`config.mk`:
```
export PLATFORM = sky130hd
export DESIGN_NAME = agex_div_sequencer_flat
export DESIGN_NICKNAME = d
export VERILOG_FILES = /design/src/rtl/agex_div_sequencer_pkg.sv /design/src/rtl/agex_div_sequencer_if.sv /design/src/rtl/agex_div_sequencer_step.sv /design/src/rtl/agex_div_sequencer.sv /design/src/flat_wrapper.sv
export SDC_FILE = /design/constraint.sdc
export NUM_CORES = 1
export LEC_CHECK = 0
export BUFFER_PORTS_ARGS = -buffer_cell sky130_fd_sc_hd__buf_2
export CORE_ASPECT_RATIO = 1.2
export CORE_MARGIN = 3
export CORE_UTILIZATION = 61
export DETAILED_ROUTE_END_ITERATION = 8
export PLACE_DENSITY = 0.82
export SYNTH_ARGS = -nofsm -noshare
export SYNTH_HDL_FRONTEND = slang
export SYNTH_SLANG_ARGS = --single-unit
```
`constraint.sdc`:
```
create_clock -name i_clk -period 5.5 [get_ports i_clk]
set_input_delay 0.55 -clock i_clk [delete_from_list [all_inputs] [get_ports i_clk]]
set_output_delay 0.55 -clock i_clk [all_outputs]
set_load 0.05 [all_outputs]
```
`src/rtl/agex_div_sequencer_pkg.sv`:
```
// Shared types for the AGEX divide unit: op encodings, FSM states and the
// mapping from AGEX divide-class opcodes onto div_op.
package agex_div_sequencer_pkg;

   typedef enum logic [1:0] {
      DIVOP_DIV  = 2'b00,
      DIVOP_DIVU = 2'b01,
      DIVOP_REM  = 2'b10,
      DIVOP_REMU = 2'b11
   } div_op_e;

   typedef enum logic [1:0] {
      DIVS_IDLE = 2'b00,
      DIVS_BUSY = 2'b01,
      DIVS_DONE = 2'b10
   } div_state_e;

   // Divide-class instruction identifiers as decoded by AGEX
   typedef enum logic [1:0] {
      DIV_I  = 2'b00,
      DIVU_I = 2'b01,
      REM_I  = 2'b10,
      REMU_I = 2'b11
   } agex_div_inst_e;

   function automatic div_op_e agex_to_div_op(input agex_div_inst_e inst);
      div_op_e op;
      case (inst)
         DIV_I:   op = DIVOP_DIV;
         DIVU_I:  op = DIVOP_DIVU;
         REM_I:   op = DIVOP_REM;
         default: op = DIVOP_REMU;
      endcase
      return op;
   endfunction

   function automatic logic is_signed_op(input div_op_e op);
      return ~op[0];
   endfunction

   function automatic logic is_rem_op(input div_op_e op);
      return op[1];
   endfunction

endpackage

```
`src/rtl/agex_div_sequencer_if.sv`:
```
// AGEX <-> divide unit handshake: operands in, stall/result back.
interface agex_div_sequencer_if
   import agex_div_sequencer_pkg::*;
#(
   parameter int DBITS = 32
);
   logic             start;
   div_op_e          div_op;
   logic [DBITS-1:0] src_a;
   logic [DBITS-1:0] src_b;
   logic             flush;
   logic             stall_div;
   logic             busy;
   logic             result_valid;
   logic [DBITS-1:0] result;

   modport master (
      output start, div_op, src_a, src_b, flush,
      input  stall_div, busy, result_valid, result
   );

   modport slave (
      input  start, div_op, src_a, src_b, flush,
      output stall_div, busy, result_valid, result
   );
endinterface

```
`src/rtl/agex_div_sequencer_step.sv`:
```
// One restoring-divide iteration: shift in the next dividend bit, subtract
// the divisor when it fits and record the quotient bit.
module agex_div_sequencer_step #(
   parameter int DBITS = 32
) (
   input  logic [DBITS:0]   i_rem,
   input  logic [DBITS-1:0] i_quo,
   input  logic [DBITS-1:0] i_divisor,
   output logic [DBITS:0]   o_rem,
   output logic [DBITS-1:0] o_quo
);
   // rem top bit is always 0 between iterations, so the wide shift is exact
   logic [DBITS+1:0] w_sh;
   logic             w_ge;

   assign w_sh = {i_rem, i_quo[DBITS-1]};
   assign w_ge = (w_sh >= {2'b00, i_divisor});

   always_comb begin
      o_rem = (DBITS+1)'(w_sh);
      o_quo = {i_quo[DBITS-2:0], 1'b0};
      if (w_ge) begin
         o_rem = (DBITS+1)'(w_sh - {2'b00, i_divisor});
         o_quo = {i_quo[DBITS-2:0], 1'b1};
      end
   end
endmodule

```
`src/rtl/agex_div_sequencer.sv`:
```
// RV32M DIV/DIVU/REM/REMU sequencer: one quotient bit per cycle, stalls the
// front end while busy and presents the result for a single cycle.
module agex_div_sequencer
   import agex_div_sequencer_pkg::*;
#(
   parameter int DBITS   = 32,
   parameter int CNTBITS = 5
) (
   input  logic                  i_clk,
   input  logic                  i_reset,
   agex_div_sequencer_if.slave   io
);
   localparam logic [CNTBITS-1:0] LAST_CNT = CNTBITS'(DBITS-1);
   localparam logic [DBITS-1:0]   MIN_NEG  = {1'b1, {(DBITS-1){1'b0}}};

   div_state_e         r_state, w_state_n;
   div_op_e            r_op;
   logic [DBITS:0]     r_rem;
   logic [DBITS-1:0]   r_quo, r_div, r_result;
   logic [CNTBITS-1:0] r_cnt;
   logic               r_neg_q, r_neg_r, r_result_valid, r_busy;

   logic               w_in_signed, w_b_zero, w_ovf, w_special, w_stall;
   logic [DBITS-1:0]   w_abs_a, w_abs_b, w_special_res;
   logic [DBITS:0]     w_rem_n;
   logic [DBITS-1:0]   w_quo_n, w_fix_q, w_fix_r, w_final;

   assign w_in_signed = is_signed_op(io.div_op);
   assign w_b_zero    = (io.src_b == '0);
   assign w_ovf       = w_in_signed && (io.src_a == MIN_NEG) && (io.src_b == '1);
   assign w_special   = w_b_zero || w_ovf;
   assign w_abs_a     = (w_in_signed && io.src_a[DBITS-1]) ? -io.src_a : io.src_a;
   assign w_abs_b     = (w_in_signed && io.src_b[DBITS-1]) ? -io.src_b : io.src_b;

   always_comb begin
      w_special_res = '0;
      if (w_b_zero)
         w_special_res = is_rem_op(io.div_op) ? io.src_a : '1;
      else if (!is_rem_op(io.div_op))
         w_special_res = MIN_NEG;
   end

   agex_div_sequencer_step #(.DBITS(DBITS)) u_step (
      .i_rem     (r_rem),
      .i_quo     (r_quo),
      .i_divisor (r_div),
      .o_rem     (w_rem_n),
      .o_quo     (w_quo_n)
   );

   // Fix-up works on the last step's output so the result registers at DONE entry
   assign w_fix_q = r_neg_q ? -w_quo_n : w_quo_n;
   assign w_fix_r = r_neg_r ? -w_rem_n[DBITS-1:0] : w_rem_n[DBITS-1:0];
   assign w_final = is_rem_op(r_op) ? w_fix_r : w_fix_q;

   always_ff @(posedge i_clk) begin
      if (i_reset) r_state <= DIVS_IDLE;
      else         r_state <= w_state_n;
   end

   always_comb begin
      w_state_n = r_state;
      w_stall   = 1'b0;
      case (r_state)
         DIVS_IDLE: begin
            if (io.start && !io.flush) begin
               w_stall   = 1'b1;
               w_state_n = w_special ? DIVS_DONE : DIVS_BUSY;
            end
         end
         DIVS_BUSY: begin
            w_stall = !io.flush;
            if (r_cnt == LAST_CNT) w_state_n = DIVS_DONE;
         end
         DIVS_DONE: w_state_n = DIVS_IDLE;
         default:   w_state_n = DIVS_IDLE;
      endcase
      if (io.flush) w_state_n = DIVS_IDLE;
   end

   always_ff @(posedge i_clk) begin
      if (i_reset) begin
         r_op           <= DIVOP_DIV;
         r_rem          <= '0;
         r_quo          <= '0;
         r_div          <= '0;
         r_cnt          <= '0;
         r_neg_q        <= 1'b0;
         r_neg_r        <= 1'b0;
         r_result       <= '0;
         r_result_valid <= 1'b0;
         r_busy         <= 1'b0;
      end else begin
         r_result_valid <= 1'b0;
         r_busy         <= (w_state_n != DIVS_IDLE);
         case (r_state)
            DIVS_IDLE: begin
               if (io.start && !io.flush) begin
                  r_op <= io.div_op;
                  if (w_special) begin
                     r_result       <= w_special_res;
                     r_result_valid <= 1'b1;
                  end else begin
                     r_rem   <= '0;
                     r_quo   <= w_abs_a;
                     r_div   <= w_abs_b;
                     r_cnt   <= '0;
                     r_neg_q <= w_in_signed && (io.src_a[DBITS-1] ^ io.src_b[DBITS-1]);
                     r_neg_r <= w_in_signed && io.src_a[DBITS-1];
                  end
               end
            end
            DIVS_BUSY: begin
               r_rem <= w_rem_n;
               r_quo <= w_quo_n;
               r_cnt <= r_cnt + 1'b1;
               if (r_cnt == LAST_CNT && !io.flush) begin
                  r_result       <= w_final;
                  r_result_valid <= 1'b1;
               end
            end
            default: ;
         endcase
      end
   end

   assign io.stall_div    = w_stall;
   assign io.busy         = r_busy;
   assign io.result_valid = r_result_valid && !io.flush;
   assign io.result       = r_result;
endmodule

```
`src/flat_wrapper.sv`:
```
// flat-port wrapper written by rule: the top's interface ports become plain ports
module agex_div_sequencer_flat import agex_div_sequencer_pkg::*;
#(
   parameter int DBITS   = 32,
   parameter int CNTBITS = 5
)
  (i_clk, i_reset, io_start, io_div_op, io_src_a, io_src_b, io_flush, io_stall_div, io_busy, io_result_valid, io_result);
  agex_div_sequencer_if #(.DBITS(DBITS)) io_i ();
  input  logic i_clk;
  input  logic i_reset;
  input wire logic [$bits(io_i.start)-1:0] io_start;
  input wire logic [$bits(io_i.div_op)-1:0] io_div_op;
  input wire logic [$bits(io_i.src_a)-1:0] io_src_a;
  input wire logic [$bits(io_i.src_b)-1:0] io_src_b;
  input wire logic [$bits(io_i.flush)-1:0] io_flush;
  output wire logic [$bits(io_i.stall_div)-1:0] io_stall_div;
  output wire logic [$bits(io_i.busy)-1:0] io_busy;
  output wire logic [$bits(io_i.result_valid)-1:0] io_result_valid;
  output wire logic [$bits(io_i.result)-1:0] io_result;
  assign io_i.start = io_start;
  assign io_i.div_op = io_div_op;
  assign io_i.src_a = io_src_a;
  assign io_i.src_b = io_src_b;
  assign io_i.flush = io_flush;
  assign io_stall_div = io_i.stall_div;
  assign io_busy = io_i.busy;
  assign io_result_valid = io_i.result_valid;
  assign io_result = io_i.result;
  agex_div_sequencer #(.DBITS(DBITS), .CNTBITS(CNTBITS)) u_core (.i_clk(i_clk), .i_reset(i_reset), .io(io_i));
endmodule
```
==> results of run 1 <==
final timing paths:
check	startpoint	endpoint	slack (ps)	cells past startpoint
worst min register to register	u_core.io.result[29]	u_core.io.result[29]	460	2
worst min-delay path	io_flush	u_core.r_state[0]	390	2
worst max register to register	u_core.r_quo[31]	u_core.io.result[28]	530	20
worst max-delay path	u_core.r_quo[31]	u_core.io.result[28]	530	20
worst max-delay path, cell delays in order (launching register included):
cell	delay, ps
sky130_fd_sc_hd__dfxtp_1	340
sky130_fd_sc_hd__inv_1	70
sky130_fd_sc_hd__ha_1	160
sky130_fd_sc_hd__inv_1	60
sky130_fd_sc_hd__fa_1	440
sky130_fd_sc_hd__a211oi_2	400
sky130_fd_sc_hd__o21ai_4	110
sky130_fd_sc_hd__nand4_2	150
sky130_fd_sc_hd__a21oi_2	90
sky130_fd_sc_hd__o2111ai_4	230
sky130_fd_sc_hd__nand2_4	210
sky130_fd_sc_hd__o21ai_0	370
sky130_fd_sc_hd__ha_1	320
sky130_fd_sc_hd__nand2_1	90
sky130_fd_sc_hd__nor4_1	310
sky130_fd_sc_hd__mux2i_1	250
sky130_fd_sc_hd__nor3_1	470
sky130_fd_sc_hd__nand4_1	170
sky130_fd_sc_hd__mux2i_1	180
sky130_fd_sc_hd__nand2_1	80
sky130_fd_sc_hd__a2111oi_2	370
synth_stat cells, drive strengths merged (4+ instances only):
master   number
a2111oi       5
a211oi       45
a21boi        4
a21o         11
a21oi       108
a222oi       30
a22oi        16
a311oi        5
a31oi        13
and2          9
and3         11
buf          24
clkbuf       79
dfxtp       141
ha           39
inv          54
mux2i        28
nand2       109
nand2b       19
nand3        26
nand3b        4
nand4        21
nor2        234
nor2b        14
nor3         44
nor4         19
o211ai       15
o21a          7
o21ai        82
o221ai       11
o22ai        15
o31ai        25
o32a          5
o41ai        14
or2           9
or3          18
or4          13
xnor2        70
xor2         71
stage by stage:
step           cell area, sq um  cells
2_1_floorplan             11200   1507
3_3_place_gp              11800   1749
3_5_place_dp              11800   1749
4_1_cts                   12300   1781
5_1_grt                   12300   1781
6_report                  12300   1781
state kept, by name, indices dropped and copies added (netlist names):
name                   cells
u_core.r_op                1
u_core.r_state             2
u_core.r_cnt               5
u_core.r_rem              33
u_core.r_neg_q             1
u_core.r_neg_r             1
u_core.io.result          32
u_core.r_div              32
u_core.r_quo              32
u_core.r_result_valid      1
u_core.io.busy             1
area by class of cell:
cell class / count / area, sq um / area share
Inverter: 55 / 206 / 0.0167
Multi-Input combinational cell: 1208 / 7770 / 0.630
Clock buffer: 18 / 429 / 0.0348
Tap cell: 220 / 275 / 0.0223
Clock inverter: 14 / 145 / 0.0118
Timing Repair Buffer: 125 / 681 / 0.0552
Sequential cell: 141 / 2820 / 0.229
power groups by stage:
| stage | registers, mW | logic [mW] | clock network [mW] |
|---|---|---|---|
| finish | 1.11 | 1.40 | 1.14 |
| global route | 1.11 | 1.52 | 1.19 |
| CTS | 1.10 | 1.37 | 1.15 |
| detailed placement | 1.13 | 1.35 | 0 |
| global placement | 1.12 | 1.34 | 0 |
| floorplan | 1.11 | 1.04 | 0 |
layer usage:
metal | track usage | routed length, um | vias up
met5 | 0 | 0 | -
met4 | 0.190 | 1990 | 0
met3 | 0.0453 | 2720 | 90
met2 | 0.546 | 15900 | 595
met1 | 0.459 | 14300 | 5509
li1 | - | - | 5592
logic make-up after synthesis:
| family | after synthesis | synth area share |
|---|---|---|
| adders and majority gates | 40 | 0.0454 |
| and+or+nand+nor | 557 | 0.235 |
| DFF | 141 | 0.252 |
| muxes | 31 | 0.0280 |
| AOI/OAI and AO/OA | 439 | 0.273 |
| buffers and inverters | 158 | 0.0562 |
| xor gates and xnor gates | 141 | 0.110 |
==> metrics.yaml, run 1 <==
run_status:
  status: "finished, final reports clean"
synth:
  post_synthesis_register_bit_count: 141
  synth_area_leaders: "sky130_fd_sc_hd__dfxtp_1 (25%), sky130_fd_sc_hd__nor2_1 (7.8%), sky130_fd_sc_hd__xor2_1 (5.6%), sky130_fd_sc_hd__xnor2_1 (5.5%), sky130_fd_sc_hd__a21oi_1 (4.7%)"
  netlist_instances: 1507
  synthesis.yosys.warnings: 0
  synth-async-reset-ratio: 0
  syn_area_sq_um: 11200
  syn-num-nets: 1617
  post_synth_num_cell_types: 82
  yosys.area.top_type_share: 0.252
  post-synth-top-area-cell: "sky130_fd_sc_hd__dfxtp_1"
  synth-edff-count: 0
  postSynth.topFlopCell: "sky130_fd_sc_hd__dfxtp_1"
  post_syn_area_per_cell_sq_um: 7.43
  synth-seq-area-share: 0.252
min_path:
  hp-class: "primary input to flop"
placed_design:
  portBuffers: 104
  place_hpwl_um: 26000
  placement.setup.worst_slack_ps: 576
  gp_routability_congestion: 0.961
route:
  drcViolationCount: 0
  drt.antenna.violating_nets: 0
  drt-total-wl_um: 35000
  route.vias.total: 11786
  vias_per_cell: 6.62
  drt-initial-drc-count: 1418
  wl_per_cell_um: 19.6
  drt_pre_antenna_iters: 7
floorplan:
  design.core.area_sq_um: 17800
  fp.dieW_um: 130
  chipHeight_um: 154
  num_io_pins: 105
  fp-row-count: 53
  floorplan.die_area_sq_um: 20000
  floorplan.initialDensity: 0.630
power:
  total_leakage_power_nw: 4.84
  clock_power_share: 0.313
  seq_power_share: 0.304
  totalPowerFinal_mw: 3.64
  power.switching_fraction: 0.402
  combinational_share_of_power: 0.383
  cellPowerDensity_nw_per_um2: 295
  p_switching_mw: 1.46
  internal_mw: 2.18
  irDropWorstVdd_uv: 282
sta:
  min_period_over_period: 0.903
  final_period_minus_worst_setup_slack_ps: 4970
  holdWs_ps: 391
  fmax_mhz: 201
  drv_slew: 0
  fin_tns_setup_ps: 0
  clock-skew-final_ps: 14.1
  setup_slack_ps: 532
  slew_of_the_pin_with_the_lowest_slew_margin_ps: 1190
  max_slew_margin: 0.206
  rsz0062_at_grt: "false"
  finalHoldViolations: 0
  setup-violations-final: 0
layout:
  final_layout_size_suffix_gt1_frac: 0.125
  most_frequent_cells_in_the_layout: "sky130_fd_sc_hd__nor2_1 (232), sky130_fd_sc_hd__dfxtp_1 (141), sky130_fd_sc_hd__nand2_1 (108)"
  final_nets: 1658
  layout.filler_cells: 1529
  mostFrequentLayoutCell: "sky130_fd_sc_hd__nor2_1"
  syn2layout_area_growth_pct: 10.1
  insertedDiodeCount: 0
  layout.core_utilization: 0.694
clocking:
  cts-hold-fix-buffers: 0
  worstSkewPairLatency_ps: 440
  post_cts_resized: 0
  root_buffer: "sky130_fd_sc_hd__clkbuf_16"
  cts_inserted_buffers: 17
  cts_tree: "built"
  cts_buffer_depth: 2
  numClockSinks: 141
  post_cts_buffers: 0
  worst_setup_hold_path_clk_slew_ps: 70
  htreeDepth: 4
critical_path:
  worst-setup-path-type: "flop to flop"
  critPathRequiredTime_ps: 5830
  worst-endpoint-arrival_ps: 5300
  setup.worst_path.end_class: "flop"
  critical_path.startpoint_type: "flop"
  crit_path_max_fanout: 22
job:
  max-cap-violations: 0
grt:
  first_pass_grt_wire_length_um: 56500
  initial_antenna_violation_count: 0
  via_count_of_the_first_global_routing_pass: 10860
  grt_total_ovfl: 0
  grt_max_degree: 90
  global_route.usage.total: 0.347
Power figures use the tool's default switching activity.
==> inputs of run 2 (changes only) <==
--- a/config.mk
+++ b/config.mk
@@ -11,4 +11,6 @@
 export CORE_UTILIZATION = 61
+export CTS_CLUSTER_DIAMETER = 30
 export DETAILED_ROUTE_END_ITERATION = 8
 export PLACE_DENSITY = 0.82
+export SETUP_SLACK_MARGIN = 0.02
 export SYNTH_ARGS = -nofsm -noshare
==> constraint.sdc (replaced) <==
create_clock -name i_clk -period 5.5 [get_ports i_clk]
set_input_delay 1.1 -clock i_clk [delete_from_list [all_inputs] [get_ports i_clk]]
set_output_delay 1.1 -clock i_clk [all_outputs]
set_load 0.05 [all_outputs]
==> run 2 against run 1 <==
Fmax up 1.0%. Worst hold slack better by 58 ps. Critical path type unchanged. Die area is the same. Via count decreased by 0.67%. First-iteration DRC count up 6.8%.
==> metrics.yaml, run 2 (synthesis results as in run 1) <==
sta:
  fin_tns_setup_ps: 0  # unchanged
  max_slew_margin: 0.212  # +0.00640
  fmax_mhz: 203  # +1.0%
  final_period_minus_worst_setup_slack_ps: 4920  # -50.9 ps
  rsz0062_at_grt: "false"
  slew_of_the_pin_with_the_lowest_slew_margin_ps: 1180  # -9.57 ps
  clock-skew-final_ps: 11.8  # -2.29 ps
  holdWs_ps: 449  # +57.6 ps
  drv_slew: 0  # unchanged
  finalHoldViolations: 0  # unchanged
  min_period_over_period: 0.894  # -0.00926
  setup-violations-final: 0  # unchanged
floorplan:
  chipHeight_um: 154  # unchanged
  design.core.area_sq_um: 17800  # unchanged
  num_io_pins: 105  # unchanged
  floorplan.die_area_sq_um: 20000  # unchanged
  floorplan.initialDensity: 0.630  # unchanged
  fp.dieW_um: 130  # unchanged
  fp-row-count: 53  # unchanged
clocking:
  cts-hold-fix-buffers: 0  # unchanged
  worstSkewPairLatency_ps: 430  # about the same
  cts_inserted_buffers: 17  # unchanged
  cts_tree: "built"
  worst_setup_hold_path_clk_slew_ps: 70  # about the same
  cts_buffer_depth: 2  # unchanged
  post_cts_resized: 0  # unchanged
  root_buffer: "sky130_fd_sc_hd__clkbuf_16"
  post_cts_buffers: 0  # unchanged
  numClockSinks: 141  # unchanged
  htreeDepth: 4  # unchanged
layout:
  final_nets: 1662  # +0.24%
  most_frequent_cells_in_the_layout: "sky130_fd_sc_hd__nor2_1 (232), sky130_fd_sc_hd__dfxtp_1 (141), sky130_fd_sc_hd__nand2_1 (108)"
  insertedDiodeCount: 0  # unchanged
  final_layout_size_suffix_gt1_frac: 0.127  # +0.00232
  syn2layout_area_growth_pct: 10.4
  register_with_the_most_flip_flops: "u_core.r_rem"
  largest_reg_flops: 33  # unchanged
  final_design_area_no_fill_sq_um: 12400  # +0.26%
  layout.filler_cells: 1562  # +2.2%
  mostFrequentLayoutCell: "sky130_fd_sc_hd__nor2_1"
  layout.core_utilization: 0.696  # +0.00183
critical_path:
  crit_path_max_fanout: 22  # unchanged
  worstPathCellList: "inv_1, ha_1, inv_1, fa_1, a211oi_2, o21ai_4, nand4_2, a21oi_2, o2111ai_4, nand2_4, inv_2, ha_1, nand2b_1, or4_1, nor2_1, nand3_1, or2_2, o31ai_1, xor2_1, o21ai_0, a21oi_1, o41ai_1"
  critPathRequiredTime_ps: 5820  # about the same
  critical_path.reg2reg.startpoint: "u_core.r_quo[31]"
  worst-endpoint-arrival_ps: 5240  # -60 ps
  crit_start: "u_core.r_quo[31]"
  worst-setup-path-type: "flop to flop"
  setup.worst_path.end_class: "flop"
  slowest_stage: "sky130_fd_sc_hd__or4_1"
  critical-path-max-stage-delay_ps: 470  # about the same
  critical_path.startpoint_type: "flop"
min_path:
  worst_hold_startpoint: "u_core.io.result[29]"
  hp-class: "flop to flop"
route:
  drt.antenna.violating_nets: 0  # unchanged
  drt-initial-drc-count: 1515  # +6.8%
  route.vias.total: 11707  # -0.67%
  drt_pre_antenna_iters: 6  # -1
  drt-total-wl_um: 35000  # about the same
  drcViolationCount: 0  # unchanged
  vias_per_cell: 6.56  # -0.84%
  wl_per_cell_um: 19.6  # -0.18%
grt:
  via_count_of_the_first_global_routing_pass: 10645  # -2.0%
  global_route.usage.total: 0.348  # about the same
  initial_antenna_violation_count: 0  # unchanged
  grt_max_degree: 79  # -12%
  first_pass_grt_wire_length_um: 56200  # -0.52%
  grt_total_ovfl: 0  # unchanged
power:
  totalPowerFinal_mw: 3.65  # +0.33%
  cellPowerDensity_nw_per_um2: 295  # about the same
  total_leakage_power_nw: 4.85  # +0.34%
  irDropWorstVdd_uv: 296  # +4.9%
job:
  max-cap-violations: 0  # unchanged
placed_design:
  portBuffers: 104  # unchanged
  gp_routability_congestion: 0.957  # -0.37%
  detailed_place.area_sq_um: 11800  # +0.26%
  place_hpwl_um: 26000  # +0.16%
run_status:
  status: "finished, final reports clean"
[run 2: changes by cell type in the layout (fill, tap and decap cells not counted), sizes merged]
| cell | delta |
|---|---|
| clkinvlp | +2 |
| clkbuf | -1 |
| bufinv | +1 |
| buf | +4 |
| inv | -2 |
| clkinv | -1 |
[run 2: final timing paths]
check / to / slack, ps / depth (start not counted)
setup / recovery: u_core.io.result[30] / 580 / 22
hold / removal: u_core.io.result[29] / 450 / 2
setup reg to reg: u_core.io.result[30] / 580 / 22
hold reg to reg: u_core.io.result[29] / 450 / 2
[run 2: cell type report]
cell class,count,area [sq um],area share
Clock buffer,17,425,0.0344
Clock inverter,14,151,0.0122
Inverter,55,206,0.0167
Multi-Input combinational cell,1208,7770,0.629
Sequential cell,141,2820,0.228
Tap cell,220,275,0.0223
Timing Repair Buffer,129,711,0.0575
[run 2: worst max-delay path: cells and delay by family, from the launching register on]
family	cells	cell delay [ps]
compound gates	8	1710
simple gates	7	1670
fa+ha+maj	3	760
flops	1	340
buf+inv	3	220
xor+xnor	1	110
[run 2: through the flow]
step	worst slack [ps]	std cells
floorplan	477	1507
global placement	776	1753
detailed placement	667	1753
CTS	607	1784
global route	165	1784
finish	583	1784
[run 2: per-layer routing]
metal / global-route usage / vias to the layer above / share of wire
li1: - / 5587 / -
met5: 0 / - / 0
met3: 0.0539 / 82 / 0.084
met4: 0.169 / 0 / 0.053
met2: 0.541 / 619 / 0.46
met1: 0.468 / 5419 / 0.41
[run 2: report_power, final]
| group | internal [mW] | switching, mW | total, mW |
|---|---|---|---|
| logic | 0.512 | 0.887 | 1.40 |
| clock network | 0.639 | 0.508 | 1.15 |
| registers | 1.06 | 0.0455 | 1.11 |
| total | 2.21 | 1.44 | 3.65 |
